## src/rtl/fetch_pkg.sv

```systemverilog
// Shared types and defaults for the instruction-fetch front end.
package fetch_pkg;

  localparam int              XLEN     = 32;
  localparam logic [XLEN-1:0] RESET_PC = '0;

  typedef struct packed {
    logic [XLEN-1:0] pc;
    logic [XLEN-1:0] instr;
  } fetch_entry_t;

  typedef enum logic {
    BOOT,
    FETCH
  } fetch_state_t;

endpackage

```

## src/rtl/fetch_fifo.sv

```systemverilog
// Small synchronous FIFO used for the fetch entry queue and the request address tags.
module fetch_fifo #(
  parameter int DEPTH = 4,
  parameter int WIDTH = 64
) (
  input  logic                   clk,
  input  logic                   rst,
  input  logic                   push,
  input  logic                   pop,
  input  logic                   flush,
  input  logic [WIDTH-1:0]       wdata,
  output logic [WIDTH-1:0]       rdata,
  output logic                   full,
  output logic                   empty,
  output logic [$clog2(DEPTH):0] count
);

  localparam int AW = $clog2(DEPTH);
  typedef logic [AW-1:0] ptr_t;
  typedef logic [AW:0]   cnt_t;

  logic [WIDTH-1:0] mem [DEPTH];
  ptr_t             wr_ptr, rd_ptr;
  logic             do_push, do_pop;

  // A push onto a full queue is accepted only when a pop frees the head slot in the same cycle.
  assign do_pop  = pop && !empty;
  assign do_push = push && (!full || do_pop);
  assign full    = (count == cnt_t'(DEPTH));
  assign empty   = (count == '0);
  assign rdata   = mem[rd_ptr];

  always_ff @(posedge clk or posedge rst) begin
    if (rst) begin
      wr_ptr <= '0;
      rd_ptr <= '0;
      count  <= '0;
    end else if (flush) begin
      wr_ptr <= '0;
      rd_ptr <= '0;
      count  <= '0;
    end else begin
      if (do_push) wr_ptr <= wr_ptr + ptr_t'(1);
      if (do_pop)  rd_ptr <= rd_ptr + ptr_t'(1);
      if (do_push && !do_pop)      count <= count + cnt_t'(1);
      else if (!do_push && do_pop) count <= count - cnt_t'(1);
    end
  end

  always_ff @(posedge clk) begin
    if (do_push && !flush) mem[wr_ptr] <= wdata;
  end

endmodule

```

## src/rtl/if_fetch_unit.sv

```systemverilog
// Instruction-fetch front end: owns the PC, issues credit-limited imem reads, queues words for IF/ID.
// Define IF_BYPASS_EN to forward a response straight onto id_* when the queue is empty.
module if_fetch_unit
  import fetch_pkg::*;
#(
  parameter int              XLEN     = fetch_pkg::XLEN,
  parameter int              DEPTH    = 4,
  parameter logic [XLEN-1:0] RESET_PC = fetch_pkg::RESET_PC
) (
  input  logic            clk,
  input  logic            rst,
  input  logic            redirect_valid,
  input  logic [XLEN-1:0] redirect_pc,
  output logic            imem_req_valid,
  input  logic            imem_req_ready,
  output logic [XLEN-1:0] imem_req_addr,
  input  logic            imem_rsp_valid,
  input  logic [XLEN-1:0] imem_rsp_data,
  output logic            id_valid,
  input  logic            id_ready,
  output logic [XLEN-1:0] id_pc,
  output logic [XLEN-1:0] id_npc,
  output logic [XLEN-1:0] id_instr
);

  localparam int CW = $clog2(DEPTH) + 1;
  typedef logic [CW-1:0] cnt_t;
  typedef logic [CW:0]   sum_t;

  fetch_state_t    state, state_next;
  logic [XLEN-1:0] pc, tag_head;
  cnt_t            q_count, inflight, inflight_next, drop;
  sum_t            occupancy;
  logic            q_empty, q_full, tag_empty, tag_full, unused_q_full;
  logic            credit, req_fire, rsp_ok, push, pop, bypass_take;
  fetch_entry_t    q_head, q_wdata, id_entry;

  // The tag FIFO holds one address per outstanding request, so its count is the inflight count.
  assign occupancy     = sum_t'(q_count) + sum_t'(inflight);
  assign credit        = !tag_full && (occupancy < sum_t'(DEPTH));
  assign req_fire      = imem_req_valid && imem_req_ready;
  assign rsp_ok        = imem_rsp_valid && !tag_empty;
  assign imem_req_addr = pc;
  assign q_wdata       = '{pc: tag_head, instr: imem_rsp_data};
  assign pop           = id_ready && !q_empty;
  assign push          = rsp_ok && (drop == '0) && !redirect_valid && !bypass_take;
  assign unused_q_full = q_full;

  always_comb begin
    inflight_next = inflight;
    if (req_fire && !rsp_ok)      inflight_next = inflight + cnt_t'(1);
    else if (!req_fire && rsp_ok) inflight_next = inflight - cnt_t'(1);
  end

  always_comb begin
    state_next     = state;
    imem_req_valid = 1'b0;
    case (state)
      BOOT:  state_next     = FETCH;
      FETCH: imem_req_valid = credit;
    endcase
  end

  // A redirect retires everything still outstanding into drop, including a request accepted now.
  always_ff @(posedge clk or posedge rst) begin
    if (rst) begin
      state <= BOOT;
      pc    <= RESET_PC;
      drop  <= '0;
    end else begin
      state <= state_next;
      if (redirect_valid) begin
        pc   <= redirect_pc;
        drop <= inflight_next;
      end else begin
        if (req_fire) pc <= pc + XLEN'(1);
        if (rsp_ok && (drop != '0)) drop <= drop - cnt_t'(1);
      end
    end
  end

`ifdef IF_BYPASS_EN
  logic bypass;
  assign bypass      = q_empty && rsp_ok && (drop == '0) && !redirect_valid;
  assign bypass_take = bypass && id_ready;
  assign id_valid    = !q_empty || bypass;
  always_comb begin
    id_entry = '0;
    if (!q_empty)    id_entry = q_head;
    else if (bypass) id_entry = q_wdata;
  end
`else
  assign bypass_take = 1'b0;
  assign id_valid    = !q_empty;
  assign id_entry    = q_empty ? '0 : q_head;
`endif

  assign id_pc    = id_entry.pc;
  assign id_npc   = id_valid ? id_entry.pc + XLEN'(1) : '0;
  assign id_instr = id_entry.instr;

  fetch_fifo #(.DEPTH(DEPTH), .WIDTH($bits(fetch_entry_t))) u_entry_q (
    .clk   (clk),
    .rst   (rst),
    .push  (push),
    .pop   (pop),
    .flush (redirect_valid),
    .wdata (q_wdata),
    .rdata (q_head),
    .full  (q_full),
    .empty (q_empty),
    .count (q_count)
  );

  fetch_fifo #(.DEPTH(DEPTH), .WIDTH(XLEN)) u_tag_q (
    .clk   (clk),
    .rst   (rst),
    .push  (req_fire),
    .pop   (rsp_ok),
    .flush (1'b0),
    .wdata (pc),
    .rdata (tag_head),
    .full  (tag_full),
    .empty (tag_empty),
    .count (inflight)
  );

endmodule

```

## config.mk

```make
export PLATFORM = sky130hd
export DESIGN_NAME = if_fetch_unit
export DESIGN_NICKNAME = d
export VERILOG_FILES = /design/src/rtl/fetch_pkg.sv /design/src/rtl/fetch_fifo.sv /design/src/rtl/if_fetch_unit.sv
export SDC_FILE = /design/constraint.sdc
export NUM_CORES = 1
export LEC_CHECK = 0
export CORE_MARGIN = 4
export CORE_UTILIZATION = 46
export CTS_BUF_LIST = sky130_fd_sc_hd__clkbuf_16
export DETAILED_ROUTE_END_ITERATION = 16
export GPL_ROUTABILITY_DRIVEN = 0
export MAX_ROUTING_LAYER = met4
export PLACE_DENSITY_LB_ADDON = 0.05
export SLEW_MARGIN = 40
export SYNTH_ARGS = -nofsm -noshare
export SYNTH_HDL_FRONTEND = slang
export SYNTH_SLANG_ARGS = --single-unit
```

## constraint.sdc

```tcl
create_clock -name clk -period 7.3 [get_ports clk]
set_input_delay 0.73 -clock clk [delete_from_list [all_inputs] [get_ports clk]]
set_output_delay 0.73 -clock clk [all_outputs]
set_load 0.02 [all_outputs]
```

==> results.json, run 1 <==
{
  "synth_cell_types": 55,
  "slew_violations": 0,
  "wl_per_cell_um": 21.3,
  "coreArea_um2": 38900,
  "die_y_um": 207,
  "final_nets": 1368,
  "fin_crit_ns": 5.29,
  "grt_max_degree": 79,
  "dr.pass1.iters": 4,
  "post_cts_buffers": 0,
  "cts_buffer_depth": 3,
  "initial_utilization_pct": 46.9,
  "viasPerCell": 5.39,
  "syn_avg_cell_area_um2": 17.1,
  "place_ws_ns": 2.53,
  "die_width_um": 207,
  "synthCells": 1067,
  "port_buffers": 199,
  "power_density_nw_per_um2": 339,
  "drc": 0,
  "slew_headroom_pct": 51.8,
  "status": "complete, no violations",
  "yosysSeqAreaShare_pct": 70.1,
  "utilization_pct": 57.1,
  "leakagePower_uw": 0.00735,
  "timing.final.ws_setup_ns": 2.01,
  "criticalPathCategory": "reg -> out",
  "synth_ff_type": "edfxtp_1",
  "start_kind": "register",
  "crit_path_max_fanout": 43,
  "ios": 200,
  "yosys_warnings": 0,
  "hold_class": "reg -> reg",
  "rows": 72,
  "fillers": 3113,
  "route.vias.total": 9878,
  "end_kind": "primary output",
  "cts_made_buffers": 46,
  "timing.fmax_mhz": 189,
  "period_share_pct": 72.4,
  "hold_buffers": 0,
  "hold_violations": 0,
  "clk_pin_slew_ns": 0.06,
  "drt_iter0_drc": 483,
  "crit_arrival_ns": 4.56,
  "die_area_um2": 42900,
  "antenna_found_initial": 0,
  "required_ns": 6.57,
  "worst_pin_slew_ns": 0.722,
  "setup_viol": 0,
  "rsz0062_at_grt": "no",
  "synth-seq-cells": 434,
  "irDropWorstVdd_v": 0.000146,
  "dp_hpwl_mm": 25.5,
  "syn_area_um2": 18200,
  "diodes": 0,
  "antenna_left": 0,
  "cts_resized": 0,
  "grt_remaining_overflow": 0,
  "clock-sinks": 434,
  "area_growth_pct": 21.8,
  "cts_max_level": 2,
  "syn_nets": 1156,
  "drive_gt1_share_pct": 15.3,
  "grt_pass1_vias": 10300,
  "totalWireLength_mm": 39.0,
  "gr-usage-all-layers_pct": 18.7,
  "synth_edf_count": 384,
  "cap_viol_max_count": 0,
  "synthArstFlopShare_pct": 11.5,
  "cts-root-buf": "clkbuf_16",
  "grt_pass1_wl_mm": 61.7,
  "worstSkewPairLatency_ns": 0.54,
  "fin_skew_ns": 0.00993,
  "cts_tree": "done",
  "setup_tns_ns": 0
}
## sequential cells by signal, summed over array words and instances (netlist names), 2 cells and up
| register | count |
|---|---|
| drop | 3 |
| imem_req_addr | 32 |
| u_entry_q.count | 3 |
| u_entry_q.mem | 256 |
| u_entry_q.rd_ptr | 2 |
| u_entry_q.wr_ptr | 2 |
| u_tag_q.count | 3 |
| u_tag_q.mem | 128 |
| u_tag_q.rd_ptr | 2 |
| u_tag_q.wr_ptr | 2 |
## cell usage in the layout, fill, tap and decap left out, types with 5 or more instances in the layout
cell	netlist	layout
nand3_1	27	27
xnor2_1	32	32
mux4_1	5	5
clkinv_1	0	11
and3_1	8	8
and2_1	64	56
dfrtp_1	50	46
mux4_2	92	92
nor3_1	11	11
a21oi_1	9	9
clkinv_2	0	6
xor2_1	31	31
o21ai_0	38	38
inv_1	27	37
mux2_2	5	5
nor2_1	64	64
and2_4	0	8
nand2_1	74	74
buf_4	1	14
clkdlybuf4s50_1	0	198
nand4_1	17	17
ha_1	18	18
clkbuf_16	0	49
edfxtp_1	384	384
## power breakdown
| group | total (uW) | leakage (uW) | switching (uW) | internal [uW] |
|---|---|---|---|---|
| clock | 2240 | 0.000765 | 896 | 1340 |
| sequential | 3210 | 0.00408 | 208 | 3000 |
| combinational | 2080 | 0.00251 | 1130 | 953 |
| total | 7530 | 0.00735 | 2230 | 5300 |
## cell type report
cell class	count	area [um2]	area share [%]
inverters	29	109	0.490
repair buffers	213	2090	9.41
multi-input cells	555	5100	23.0
flip-flops and latches	434	12800	57.6
well taps	518	648	2.92
clock inverters	35	251	1.13
clock buffers	49	1230	5.52
## critical path: stages (launching register included)
cell	delay, ns
dfrtp_1	0.52
nor3_4	0.07
buf_4	0.27
inv_2	0.45
buf_4	0.42
nand4_1	0.29
nor4_2	0.56
nand3_2	0.29
nor2_1	0.18
mux2_2	0.35
clkdlybuf4s50_1	0.54
## logic make-up (layout without fill, tap and decap cells)
kind of cell | count (synthesis) | count (layout) | synth area share [%]
AO/OA/AOI/OAI | 64 | 64 | 1.95
XOR/XNOR | 63 | 63 | 3.02
adder cells (fa/ha/maj) | 19 | 19 | 1.34
buffers and inverters | 78 | 326 | 2.11
flip-flops | 434 | 434 | 70.1
multiplexers | 110 | 110 | 12.9
other | 1 | 1 | 0.0206
AND/OR/NAND/NOR | 298 | 298 | 8.62
## worst paths after layout
check | from | endpoint | slack [ns] | depth (start not counted)
min in group asynchronous | rst | imem_req_addr[25]$_DFFE_PP0P_ | 0.68 | 3
max | u_entry_q.count[1]$_DFFE_PP0P_ | id_npc[25] | 2.01 | 10
min reg2reg | drop[1]$_DFFE_PP0P_ | drop[1]$_DFFE_PP0P_ | 0.58 | 2
min | drop[1]$_DFFE_PP0P_ | drop[1]$_DFFE_PP0P_ | 0.58 | 2
max reg2reg | u_entry_q.count[1]$_DFFE_PP0P_ | u_entry_q.count[2]$_DFFE_PP0P_ | 3.80 | 10
max in group asynchronous | rst | u_entry_q.rd_ptr[0]$_DFFE_PP0P_ | 6.09 | 3
## stage by stage
| stage | hold WS (ns) | instances | area, um2 | total power, uW |
|---|---|---|---|---|
| after detailed placement | 0.564 | 1749 | 20700 | 5380 |
| after global placement | 0.556 | 1749 | 20700 | 5350 |
| final | 0.577 | 1833 | 22200 | 7530 |
| after global routing | 0.619 | 1833 | 22200 | 7910 |
| after floorplan | 0.520 | 1067 | 18200 | 4530 |
| after CTS | 0.581 | 1833 | 22200 | 7630 |
## layer usage
layer  track usage (%)  part of all wire [%]
met3              3.07                   5.1
met1              26.7                    46
met2              28.9                    47
met5                 -                     0
met4              3.78                   1.4
## cells in the mapped netlist (18+ instances only)
cell type,n,area [um2]
xnor2_1,32,280
xor2_1,31,272
nor2_1,64,240
edfxtp_1,384,11500
inv_1,27,101
o21ai_0,38,190
nand3_1,27,135
dfrtp_1,50,1250
nand2_1,74,278
and2_1,64,400
mux4_2,92,2070
clkbuf_1,29,109
ha_1,18,225
No activity file was read; power rests on OpenSTA's default activity.
==> run 2, diff against run 1 <==
Clock period 7.3 ns to 5.3 ns, I/O delays scaled along.
==> run 2 against run 1 <==
Non-clock buffer count up 5. Largest cell class unchanged. Highest routed layer unchanged. Critical endpoint is now id_npc[31]. Critical path depth decreased by 2. Via count shrank 0.53%. Sequential power increased by 37%. Clock power up 40%. First-iteration DRC count rose by 50%.
==> results.json, run 2 (synthesis gave the netlist of run 1 again) <==
{
  "cap_viol_max_count": 0,
  "leakagePower_uw": 0.00741,
  "antenna_found_initial": 0,
  "fin_skew_ns": 0.0169,
  "hold_slack_ns": 0.258,
  "area_growth_pct": 22.3,
  "wl_per_cell_um": 21.3,
  "route.vias.total": 9826,
  "drc": 0,
  "grt_pass1_vias": 10000,
  "cts_max_level": 2,
  "largest_register_ffs": 256,
  "cp_num_cells": 8,
  "clockPowerShare_pct": 30.0,
  "status": "complete, no violations",
  "internal_power_uw": 7370,
  "die_y_um": 207,
  "worstSkewPairLatency_ns": 0.55,
  "die_area_um2": 42900,
  "diodes": 0,
  "hold_buffers": 0,
  "required_ns": 4.77,
  "cp_top_family": "simple AND/OR/NAND/NOR gates",
  "seqPwrFrac_pct": 42.1,
  "cp_slowest_cell": "dfrtp_4",
  "critPathCapture": "id_npc[31]",
  "antenna_left": 0,
  "timing.final.ws_setup_ns": 0.643,
  "p_switching_uw": 3100,
  "critPathLaunch": "u_entry_q.rd_ptr[0]$_DFFE_PP0P_",
  "worstReg2RegStart": "u_tag_q.count[0]$_DFFE_PP0P_",
  "power_density_nw_per_um2": 469,
  "cts_buffer_depth": 3,
  "slowest_delay_ns": 0.68,
  "rsz0062_at_grt": "no",
  "drive_gt1_share_pct": 15.5,
  "setup_tns_ns": 0,
  "grt_max_degree": 78,
  "viasPerCell": 5.35,
  "reg2reg_to": "u_entry_q.mem[3][24]$_DFFE_PP_",
  "crit_arrival_ns": 4.13,
  "setup_viol": 0,
  "totalWireLength_mm": 39.1,
  "cp.buffers_inverters": 2,
  "fin_crit_ns": 4.66,
  "gr-usage-all-layers_pct": 18.6,
  "r2r_slack_ns": 2.28,
  "coreArea_um2": 38900,
  "irDropWorstVdd_v": 0.000209,
  "reg2regPathDepth": 8,
  "dp_hpwl_mm": 25.8,
  "cts_resized": 0,
  "initial_utilization_pct": 46.9,
  "finalPower_uw": 10500,
  "cts-root-buf": "clkbuf_16",
  "ios": 200,
  "hold_class": "in -> async",
  "utilization_pct": 57.3,
  "grt_remaining_overflow": 0,
  "slew_headroom_pct": 55.3,
  "start_kind": "register",
  "fillers": 3104,
  "place_ws_ns": 1.09,
  "final_nets": 1374,
  "final_common_cell": "edfxtp_1",
  "post_cts_buffers": 0,
  "port_buffers": 199,
  "grt_pass1_wl_mm": 60.9,
  "end_kind": "primary output",
  "clk_pin_slew_ns": 0.06,
  "worst_pin_slew_ns": 0.671,
  "dr.pass1.iters": 6,
  "rows": 72,
  "clock-sinks": 434,
  "criticalPathCategory": "reg -> out",
  "power.combinational.fraction_pct": 28.0,
  "crit_path_max_fanout": 23,
  "period_share_pct": 87.9,
  "cts_made_buffers": 47,
  "path_cells": "buf_4 > mux4_2 > nand4_1 > nor4_2 > nand3_2 > nor3_2 > mux2_1 > clkdlybuf4s50_1",
  "hold_violations": 0,
  "sw_frac_of_total_pct": 29.6,
  "layout_common_cells": "edfxtp_1, clkdlybuf4s50_1, mux4_2",
  "drt_iter0_drc": 723,
  "regMostFlops": "u_entry_q.mem",
  "die_width_um": 207,
  "timing.fmax_mhz": 215,
  "slew_violations": 0,
  "cts_tree": "done"
}
==> run 2: layout make-up <==
cell class	count	area (um2)	share of cell area [%]
clock buffers	49	1230	5.50
clock inverters	34	269	1.21
inverters	29	109	0.488
multi-input cells	555	5100	22.8
flip-flops and latches	434	12800	57.3
well taps	518	648	2.91
repair buffers	218	2170	9.71
==> run 2: worst reg2reg max path: stages, from the launching register on <==
cell and delay [ns]:
dfrtp_1 0.47, inv_1 0.10, ha_1 0.22, nor2b_1 0.14
nand3b_1 0.37, a311oi_1 0.39, buf_4 0.21, and2_2 0.25
buf_4 0.50
==> run 2: power groups by stage <==
stage | sequential, uW | combinational [uW] | clock [uW]
floorplan | 4330 | 1910 | 0
global placement | 4480 | 2940 | 0
detailed placement | 4480 | 2970 | 0
CTS | 4410 | 2970 | 3220
global route | 4450 | 3160 | 3380
finish | 4400 | 2930 | 3140
==> run 2: stage by stage <==
stage / area [um2] / cells
5_1_grt: 22300 / 1837
3_5_place_dp: 20800 / 1754
3_3_place_gp: 20800 / 1754
6_report: 22300 / 1837
2_1_floorplan: 18200 / 1067
4_1_cts: 22300 / 1837
==> run 2: worst min-delay path by stage <==
stage / endpoint / slack, ns
floorplan: u_tag_q.count[2]$_DFFE_PP0P_ / 0.52
detailed placement: drop[1]$_DFFE_PP0P_ / 0.55
global placement: drop[1]$_DFFE_PP0P_ / 0.55
CTS: imem_req_addr[1]$_DFFE_PP0P_ / 0.24
finish: u_tag_q.wr_ptr[0]$_DFFE_PP0N_ / 0.26
global route: imem_req_addr[1]$_DFFE_PP0P_ / 0.25
==> run 2: per-layer routing <==
metal | routed length [um] | global-route usage (%) | up-vias
li1 | - | - | 4538
met1 | 18100 | 26.9 | 4948
met2 | 18100 | 27.9 | 288
met3 | 1980 | 3.33 | 52
met4 | 809 | 4.74 | 0
met5 | 0 | - | -
